File: config.mk
export PLATFORM = sky130hd
export DESIGN_NAME = phase_acc
export DESIGN_NICKNAME = d
export VERILOG_FILES = /design/src/rtl/phase_acc_pkg.sv /design/src/rtl/phase_acc_lfsr.sv /design/src/rtl/phase_acc.sv
export SDC_FILE = /design/constraint.sdc
export NUM_CORES = 1
export LEC_CHECK = 0
export CAP_MARGIN = 0
export CORE_MARGIN = 2
export CORE_UTILIZATION = 55
export CTS_BUF_LIST = sky130_fd_sc_hd__clkbuf_16
export CTS_CLUSTER_DIAMETER = 40
export CTS_CLUSTER_SIZE = 14
export DETAILED_ROUTE_END_ITERATION = 10
export GPL_ROUTABILITY_DRIVEN = 0
export PLACE_DENSITY = 0.77
export SLEW_MARGIN = 20
export SYNTH_ARGS = -nofsm -noshare
export SYNTH_HDL_FRONTEND = slang
export SYNTH_SLANG_ARGS = --single-unit
File: constraint.sdc
create_clock -name i_clk -period 5.2 [get_ports i_clk]
set_clock_uncertainty 0.15 [all_clocks]
set_input_delay 1.3 -clock i_clk [delete_from_list [all_inputs] [get_ports i_clk]]
set_output_delay 1.3 -clock i_clk [all_outputs]
set_load 0.005 [all_outputs]
File: src/rtl/phase_acc_pkg.sv
// Shared types and constants for the phase_acc NCO phase accumulator.
// Galois LFSR constants are only used when PHASE_DITHER_EN is defined.
package phase_acc_pkg;

   localparam int unsigned OUT_W     = 16;
   localparam logic [15:0] LFSR_SEED = 16'hACE1;
   // Right-shift Galois form of x^16 + x^14 + x^13 + x^11 + 1.
   localparam logic [15:0] LFSR_TAPS = 16'hB400;

   typedef enum logic {
      PEND_EMPTY,
      PEND_FULL
   } pend_t;

   function automatic logic [15:0] lfsr_next(input logic [15:0] s);
      return (s >> 1) ^ (s[0] ? LFSR_TAPS : 16'h0000);
   endfunction

endpackage

File: src/rtl/phase_acc_lfsr.sv
// 16-bit Galois LFSR with advance enable; resets to LFSR_SEED.
// Used by phase_acc only when PHASE_DITHER_EN is defined.
module phase_acc_lfsr
   import phase_acc_pkg::*;
(
   input  logic        i_clk,
   input  logic        i_rst_n,
   input  logic        i_adv,
   output logic [15:0] o_lfsr
);

   logic [15:0] lfsr_q, lfsr_d;

   always_comb begin
      lfsr_d = lfsr_q;
      if (i_adv) begin
         lfsr_d = lfsr_next(lfsr_q);
      end
   end

   always_ff @(posedge i_clk or negedge i_rst_n) begin
      if (!i_rst_n) begin
         lfsr_q <= LFSR_SEED;
      end else begin
         lfsr_q <= lfsr_d;
      end
   end

   assign o_lfsr = lfsr_q;

endmodule

File: src/rtl/phase_acc.sv
// Phase accumulator producing a 16-bit sawtooth phase word, with a one-deep FCW
// pending slot. Defining PHASE_DITHER_EN adds LFSR dither to o_saw only.
module phase_acc
   import phase_acc_pkg::*;
#(
   parameter int unsigned      ACC_W    = 32,
   parameter logic [ACC_W-1:0] INIT_FCW = '0
) (
   input  logic             i_clk,
   input  logic             i_rst_n,
   input  logic             i_en,
   input  logic             i_tick,
   input  logic             i_sync,
   input  logic [ACC_W-1:0] i_fcw,
   input  logic             i_fcw_valid,
   output logic             o_fcw_ready,
   output logic [15:0]      o_saw,
   output logic             o_valid,
   output logic             o_wrap
);

   logic             step;
   logic [ACC_W-1:0] acc_q, acc_d;
   logic [ACC_W-1:0] fcw_act_q, fcw_act_d;
   logic [ACC_W-1:0] pend_word_q, pend_word_d;
   pend_t            pend_q, pend_d;
   logic [OUT_W-1:0] saw_q, saw_d;
   logic             valid_q, valid_d;
   logic             wrap_q, wrap_d;
   logic [ACC_W-1:0] fcw_eff;
   logic [ACC_W:0]   sum;
   logic [OUT_W-1:0] saw_new;

   assign step = i_tick & i_en;

   // A step consumes a waiting word directly, so the new FCW takes effect on this tick.
   assign fcw_eff = (step && (pend_q == PEND_FULL)) ? pend_word_q : fcw_act_q;
   assign sum     = {1'b0, acc_q} + {1'b0, fcw_eff};

`ifdef PHASE_DITHER_EN
   logic [15:0]      lfsr;
   logic [ACC_W-1:0] dith_sum;

   phase_acc_lfsr u_lfsr (
      .i_clk   (i_clk),
      .i_rst_n (i_rst_n),
      .i_adv   (step),
      .o_lfsr  (lfsr)
   );

   assign dith_sum = sum[ACC_W-1:0] + {{16{1'b0}}, lfsr[ACC_W-17:0]};
   assign saw_new  = dith_sum[ACC_W-1 -: OUT_W];
`else
   assign saw_new  = sum[ACC_W-1 -: OUT_W];
`endif

   always_comb begin
      pend_d      = pend_q;
      pend_word_d = pend_word_q;
      fcw_act_d   = fcw_act_q;
      unique case (pend_q)
         PEND_EMPTY: begin
            if (i_fcw_valid) begin
               pend_word_d = i_fcw;
               pend_d      = PEND_FULL;
            end
         end
         PEND_FULL: begin
            // While held, the word is retired immediately so the slot frees up.
            if (step || !i_en) begin
               fcw_act_d = pend_word_q;
               pend_d    = PEND_EMPTY;
            end
         end
      endcase
   end

   always_comb begin
      acc_d   = acc_q;
      saw_d   = saw_q;
      valid_d = 1'b0;
      wrap_d  = 1'b0;
      if (i_sync) begin
         acc_d = '0;
         if (step) begin
            saw_d   = '0;
            valid_d = 1'b1;
         end
      end else if (step) begin
         acc_d   = sum[ACC_W-1:0];
         wrap_d  = sum[ACC_W];
         saw_d   = saw_new;
         valid_d = 1'b1;
      end
   end

   always_ff @(posedge i_clk or negedge i_rst_n) begin
      if (!i_rst_n) begin
         acc_q       <= '0;
         fcw_act_q   <= INIT_FCW;
         pend_word_q <= '0;
         pend_q      <= PEND_EMPTY;
         saw_q       <= '0;
         valid_q     <= 1'b0;
         wrap_q      <= 1'b0;
      end else begin
         acc_q       <= acc_d;
         fcw_act_q   <= fcw_act_d;
         pend_word_q <= pend_word_d;
         pend_q      <= pend_d;
         saw_q       <= saw_d;
         valid_q     <= valid_d;
         wrap_q      <= wrap_d;
      end
   end

   assign o_fcw_ready = (pend_q == PEND_EMPTY);
   assign o_saw       = saw_q;
   assign o_valid     = valid_q;
   assign o_wrap      = wrap_q;

endmodule

==> metrics, run 1 <==
crit path cell chain=clkdlybuf4s50_1 > nand2_1 > inv_1 > nand2_1 > buf_4 > mux2_2 > ha_1 > a211oi_2 > o21ai_1 > o21ba_4 > o41ai_4 > o21ai_2 > a31o_1 > a221o_1; WL final=15.0 mm; Reg-to-Reg Start=pend_q; combinational share of power=42.8%; hold crit path type=reg2reg; first-pass GRT wire length=25.3 mm; antenna-violating nets left=0; Peak VDD IR=332 µV; most instantiated cells after synthesis=dfrtp_1 (115), mux2_2 (96), nand2_1 (59); postcts setup bufs=0; #FFs+latches synth=115; Pre-antenna DRT Iters=5; syn_nets=661; Pins Over Slew Limit=0; top_reg_cell synth=dfrtp_1; Slew @ Worst Pin=0.960 ns; area growth from synthesis to layout=20.3%; Sw Pwr=1660 µW; DR WL/cell=18.7 µm; clk sink count=115; largest net degree at the start of global routing=53; asr flop ratio synth=100%; area leader, netlist=dfrtp_1; row cnt=39; Vias/cell=6.15; Synth cell types=65; most numerous cell in the Yosys netlist=dfrtp_1; RSZ-0062 raised after global routing=false; clk slew on worst S/H paths=0.06 ns; I/O Pins=57; slew margin rel.=35.9%; CP endpoint kind=register; clock latency on the worst-skew pair=0.42 ns; fraction of layout cells with a size suffix above 1=23.2%; Synth Instances=589; residual DRC count=0; Pwr per Cell Area=607 nW/µm²; Worst Slack Setup Final=0.502 ns; multi-input logic area=3430 µm²; Die W=113 µm; internal power=3080 µW; CTS tree=done; Tmin final=4.70 ns; ant diodes=0; maximum root-to-sink buffer count=2; synthesized area per cell=11.0 µm²; GRT Overall Usage=25.3%; post-synth top area share=44.3%; crit-path max FO=18; setup TNS=0 ns; Post-CTS Resized=0; delay-heaviest family, CP=compound AO/OA/AOI/OAI gates; dpl hpwl=10.3 mm; Switching Fraction=35.0%; Placeable Area=11,500 µm²; vias=4,936; CTS H-tree lvls=4; Top cell by count, worst path=nand2_1; critical path class=in2reg; part of the power in registers=30.2%; cts hold-fix bufs=0; GRT overflow=0; synth warn=0; Synth area leaders=dfrtp_1 (44%), mux2_2 (17%), ha_1 (6.4%); Max Fclk=0.213 GHz; final hold vios=0; sequential-to-total area share from yosys stat=44.3%; max cap viols=0; pre-CTS WS=0.153 ns; cts bufs inserted=17; r2r worst-path depth=11; Static Leakage=0.00355 µW; Hold Slack=0.341 ns; vias in the first global route=5,194; Starting Density=56.6%; Slowest cell on crit path=o41ai_4; hold path depth=1; FILL cells=854; Hold Startpoint=acc_q[30]; WP data arrival=4.85 ns; Period Utilization, post-route=90.4%; DIE HEIGHT=113 µm; Reg-to-Reg End=acc_q[29]; Buffers on Ports=56; EDFF count, synth=0; initial antenna violation count=0; R2R setup slack=1.52 ns; Final Total Pwr=4750 µW; status=completed; Nets=719; Crit path required time=5.35 ns; CP startpoint kind=input port; Post-Synthesis Cell Area=6490 µm²; die footprint=12,700 µm²; Sequential Area=2880 µm²; worst path bufs/invs=3; Max stage delay on crit path=0.52 ns; number of DRC markers in iteration 0=327; Clk pwr share=27.0%; root buffer cell=clkbuf_16; Min-Delay Endpoint=acc_q[30]; # setup viols final=0
-- state kept, by name, summed over array words and instances, names as in the netlist --
signal,count
acc_q,32
pend_word_q,32
o_valid,1
pend_q,1
o_saw,16
o_wrap,1
fcw_act_q,32
-- cell type report --
cell class | count | share of cell area [%]
Multi-Input combinational cell | 436 | 43.9
Sequential cell | 115 | 36.8
Timing Repair Buffer | 68 | 8.29
Clock buffer | 17 | 5.44
Clock inverter | 15 | 2.80
Tap cell | 143 | 2.29
Inverter | 9 | 0.432
-- cells by family (layout without fill, tap and decap cells) --
kind of cell	after synthesis	in the layout	share of synthesized area, %
AO/OA/AOI/OAI	149	149	16.6
flip-flops	115	115	44.3
AND/OR/NAND/NOR	136	136	9.96
XOR/XNOR	19	19	2.56
adder cells (fa/ha/maj)	34	34	6.67
multiplexers	98	98	17.0
buffers and inverters	38	109	2.93
-- through the flow --
step	area, µm²	instances	util (%)
2_1_floorplan	6490	589	-
3_3_place_gp	7170	771	62.5
3_5_place_dp	7170	771	62.5
4_1_cts	7820	803	68.2
5_1_grt	7820	803	68.2
6_report	7820	803	68.2
-- layer usage --
layer  global-route usage, %  routed length (µm)
met5                       0                   0
met3                    6.26                 820
met4                    9.76                 206
met2                    41.8                7510
met1                    32.1                6450
-- placed cells by master, fill, tap and decap left out, types with 3 or more instances in the layout --
| cell type | instances |
|---|---|
| a21oi_1 | 42 |
| o21a_1 | 3 |
| o211ai_1 | 5 |
| nand2b_1 | 5 |
| xnor2_1 | 9 |
| ha_1 | 33 |
| a31oi_1 | 5 |
| dfrtp_1 | 115 |
| and2_1 | 6 |
| clkdlybuf4s50_1 | 55 |
| a221o_1 | 4 |
| nand3_1 | 18 |
| clkinv_2 | 4 |
| o21ai_2 | 3 |
| a22o_1 | 18 |
| nor2_1 | 18 |
| o31ai_1 | 3 |
| nand4_1 | 4 |
| or3_1 | 3 |
| o21ai_0 | 20 |
| buf_4 | 13 |
| a211oi_1 | 6 |
| mux2_2 | 96 |
| a32o_1 | 4 |
| nand2_1 | 59 |
| clkinv_1 | 4 |
| and3_1 | 4 |
| a21o_1 | 9 |
| clkbuf_16 | 17 |
| o211a_1 | 5 |
| xor2_1 | 10 |
| inv_1 | 10 |
| bufinv_16 | 6 |
| nor3_1 | 5 |
-- worst max path at each step --
| stage | from | endpoint | slack, ns | cells after the start |
|---|---|---|---|---|
| final | i_tick | acc_q[29] | 0.50 | 14 |
| after global routing | i_tick | acc_q[29] | 0.37 | 14 |
| after CTS | i_tick | acc_q[29] | 0.54 | 14 |
| after detailed placement | i_tick | acc_q[29] | 0.15 | 14 |
| after global placement | i_tick | o_saw[13] | 0.29 | 14 |
| after floorplan | i_tick | acc_q[29] | 0.57 | 14 |
-- power by group through the flow --
stage	combinational [µW]	sequential, µW	clock (µW)
floorplan	1480	1380	0
global placement	1910	1420	0
detailed placement	1990	1440	0
CTS	2010	1430	1300
global route	2220	1480	1350
finish	2030	1430	1280
No activity file was read; power rests on OpenSTA's default activity.
==> inputs of run 2 (changes only) <==
CTS_CLUSTER_SIZE = default   (was 14)
==> results of run 2 <==
No change in the layout: final DEF, timing and power equal those of run 1.
==> inputs of run 3 (changes only) <==
==> constraint.sdc (replaced) <==
create_clock -name i_clk -period 5.2 [get_ports i_clk]
set_clock_uncertainty 0.15 [all_clocks]
set_input_delay 1.04 -clock i_clk [delete_from_list [all_inputs] [get_ports i_clk]]
set_output_delay 1.04 -clock i_clk [all_outputs]
set_load 0.05 [all_outputs]
==> run 3 against run 2 <==
Effect of this change: final cell count decreased by 0.37%; register-to-register slack better by 0.04 ns; first-iteration DRC count grew 14%; worst setup slack improved by 0.27 ns; clock power shrank 11%; wire length fell by 1.7%.
==> metrics, run 3 (synthesized netlist as in run 1, its figures left out) <==
status=completed (unchanged); commonest cells after routing, fill and taps aside=dfrtp_1 (115), mux2_2 (96), nand2_1 (59) (unchanged); GRT overflow=0 (unchanged); maximum root-to-sink buffer count=2 (unchanged); residual DRC count=0 (unchanged); WP data arrival=4.57 ns (was 4.85 ns); vias=4,832 (was 4,936); fraction of layout cells with a size suffix above 1=22.7% (was 23.2%); antenna-violating nets left=0 (unchanged); # setup viols final=0 (unchanged); largest net degree at the start of global routing=70 (was 53); crit-path max FO=18 (unchanged); I/O Pins=57 (unchanged); WL final=14.7 mm (was 15.0 mm); clk sink count=115 (unchanged); RSZ-0062 raised after global routing=false (unchanged); initial antenna violation count=0 (unchanged); DIE HEIGHT=113 µm (unchanged); Slew @ Worst Pin=0.920 ns (was 0.960 ns); hold crit path type=reg2reg (unchanged); design area=7720 µm² (was 7820 µm²); Starting Density=56.6% (unchanged); row cnt=39 (unchanged); cts hold-fix bufs=0 (unchanged); area growth from synthesis to layout=18.9% (was 20.3%); dpl hpwl=10.0 mm (was 10.3 mm); Buffers on Ports=56 (unchanged); Vias/cell=6.04 (was 6.15); max cap viols=0 (unchanged); postcts setup bufs=0 (unchanged); Die W=113 µm (unchanged); CTS tree=done (unchanged); root buffer cell=clkbuf_16 (unchanged); CP endpoint kind=register (unchanged); Crit path required time=5.34 ns (was 5.35 ns); cts bufs inserted=17 (unchanged); Max Fclk=0.226 GHz (was 0.213 GHz); critical path class=in2reg (unchanged); Post-CTS Resized=0 (unchanged); first-pass GRT wire length=25.2 mm (was 25.3 mm); GRT Overall Usage=24.9% (was 25.3%); final hold vios=0 (unchanged); vias in the first global route=5,103 (was 5,194); ant diodes=0 (unchanged); CTS H-tree lvls=4 (unchanged); Placeable Area=11,500 µm² (unchanged); clock latency on the worst-skew pair=0.41 ns (was 0.42 ns); CP startpoint kind=input port (unchanged); setup TNS=0 ns (unchanged); Tmin final=4.43 ns (was 4.70 ns); clk slew on worst S/H paths=0.05 ns (was 0.06 ns); most common cell after layout, fill and taps aside=dfrtp_1 (unchanged); DR WL/cell=18.4 µm (was 18.7 µm); Nets=716 (was 719); DP Area=7150 µm² (was 7170 µm²); number of DRC markers in iteration 0=372 (was 327); Static Leakage=0.00349 µW (was 0.00355 µW); slew margin rel.=38.6% (was 35.9%); die footprint=12,700 µm² (unchanged); Pre-antenna DRT Iters=6 (was 5); Pins Over Slew Limit=0 (unchanged); Pwr per Cell Area=620 nW/µm² (was 607 nW/µm²); Final Total Pwr=4790 µW (was 4750 µW); Period Utilization, post-route=85.1% (was 90.4%); Peak VDD IR=448 µV (was 332 µV); largest registers=acc_q (32), fcw_act_q (32), pend_word_q (32) (unchanged)
run 3: final cells by class:
type                       instances  area, µm²
inverter                           9       33.8
fill                             876       3740
multi-input combinational        436       3430
tap                              143        179
clock buffer                      17        425
clock inverter                    15        148
timing repair buffer              65        626
sequential                       115       2880
run 3: worst paths after layout:
kind                           start               to  slack (ns)  cells after the start
max in group asynchronous    i_rst_n  pend_word_q[16]        3.21                      2
min reg2reg                o_saw[14]        o_saw[14]        0.34                      1
max reg2reg                   pend_q         o_saw[4]        1.56                     12
min in group asynchronous    i_rst_n   pend_word_q[8]        0.58                      1
min                        o_saw[14]        o_saw[14]        0.34                      1
max                           i_tick        acc_q[28]        0.77                     15
run 3: where the power goes:
group	total (µW)	internal [µW]	switching, µW	leakage, µW
clock network	1140	737	399	0.000281
logic	2220	959	1260	0.00178
registers	1430	1230	202	0.00143
total	4790	2920	1860	0.00349
run 3: critical path, stage by stage:
cell and delay (ns):
clkdlybuf4s50_1 0.49, nand2_1 0.08, inv_1 0.08, nand2_1 0.07, buf_4 0.22, mux2_2 0.26, ha_1 0.24, fa_1 0.28
nand3_1 0.20, a2111oi_4 0.46, o21ai_2 0.14, o211ai_1 0.42, and2_1 0.19, o211ai_1 0.12, a32o_1 0.26
run 3: per-layer routing:
layer  GRT usage [%]  part of all wire (%)  up-vias
met1            33.0                    45     2355
met5               0                     0        -
li1                -                     -     2293
met2            41.0                    48      155
met4            8.05                   1.7        0
met3            5.62                   4.9       29
run 3: metrics by stage:
stage	hold slack, ns	utilization [%]	setup WS (ns)	instances
2_1_floorplan	0.305	-	0.834	589
3_3_place_gp	0.320	62.3	0.537	768
3_5_place_dp	0.330	62.3	0.436	768
4_1_cts	0.342	67.3	0.819	800
5_1_grt	0.359	67.3	0.635	800
6_report	0.340	67.3	0.773	800
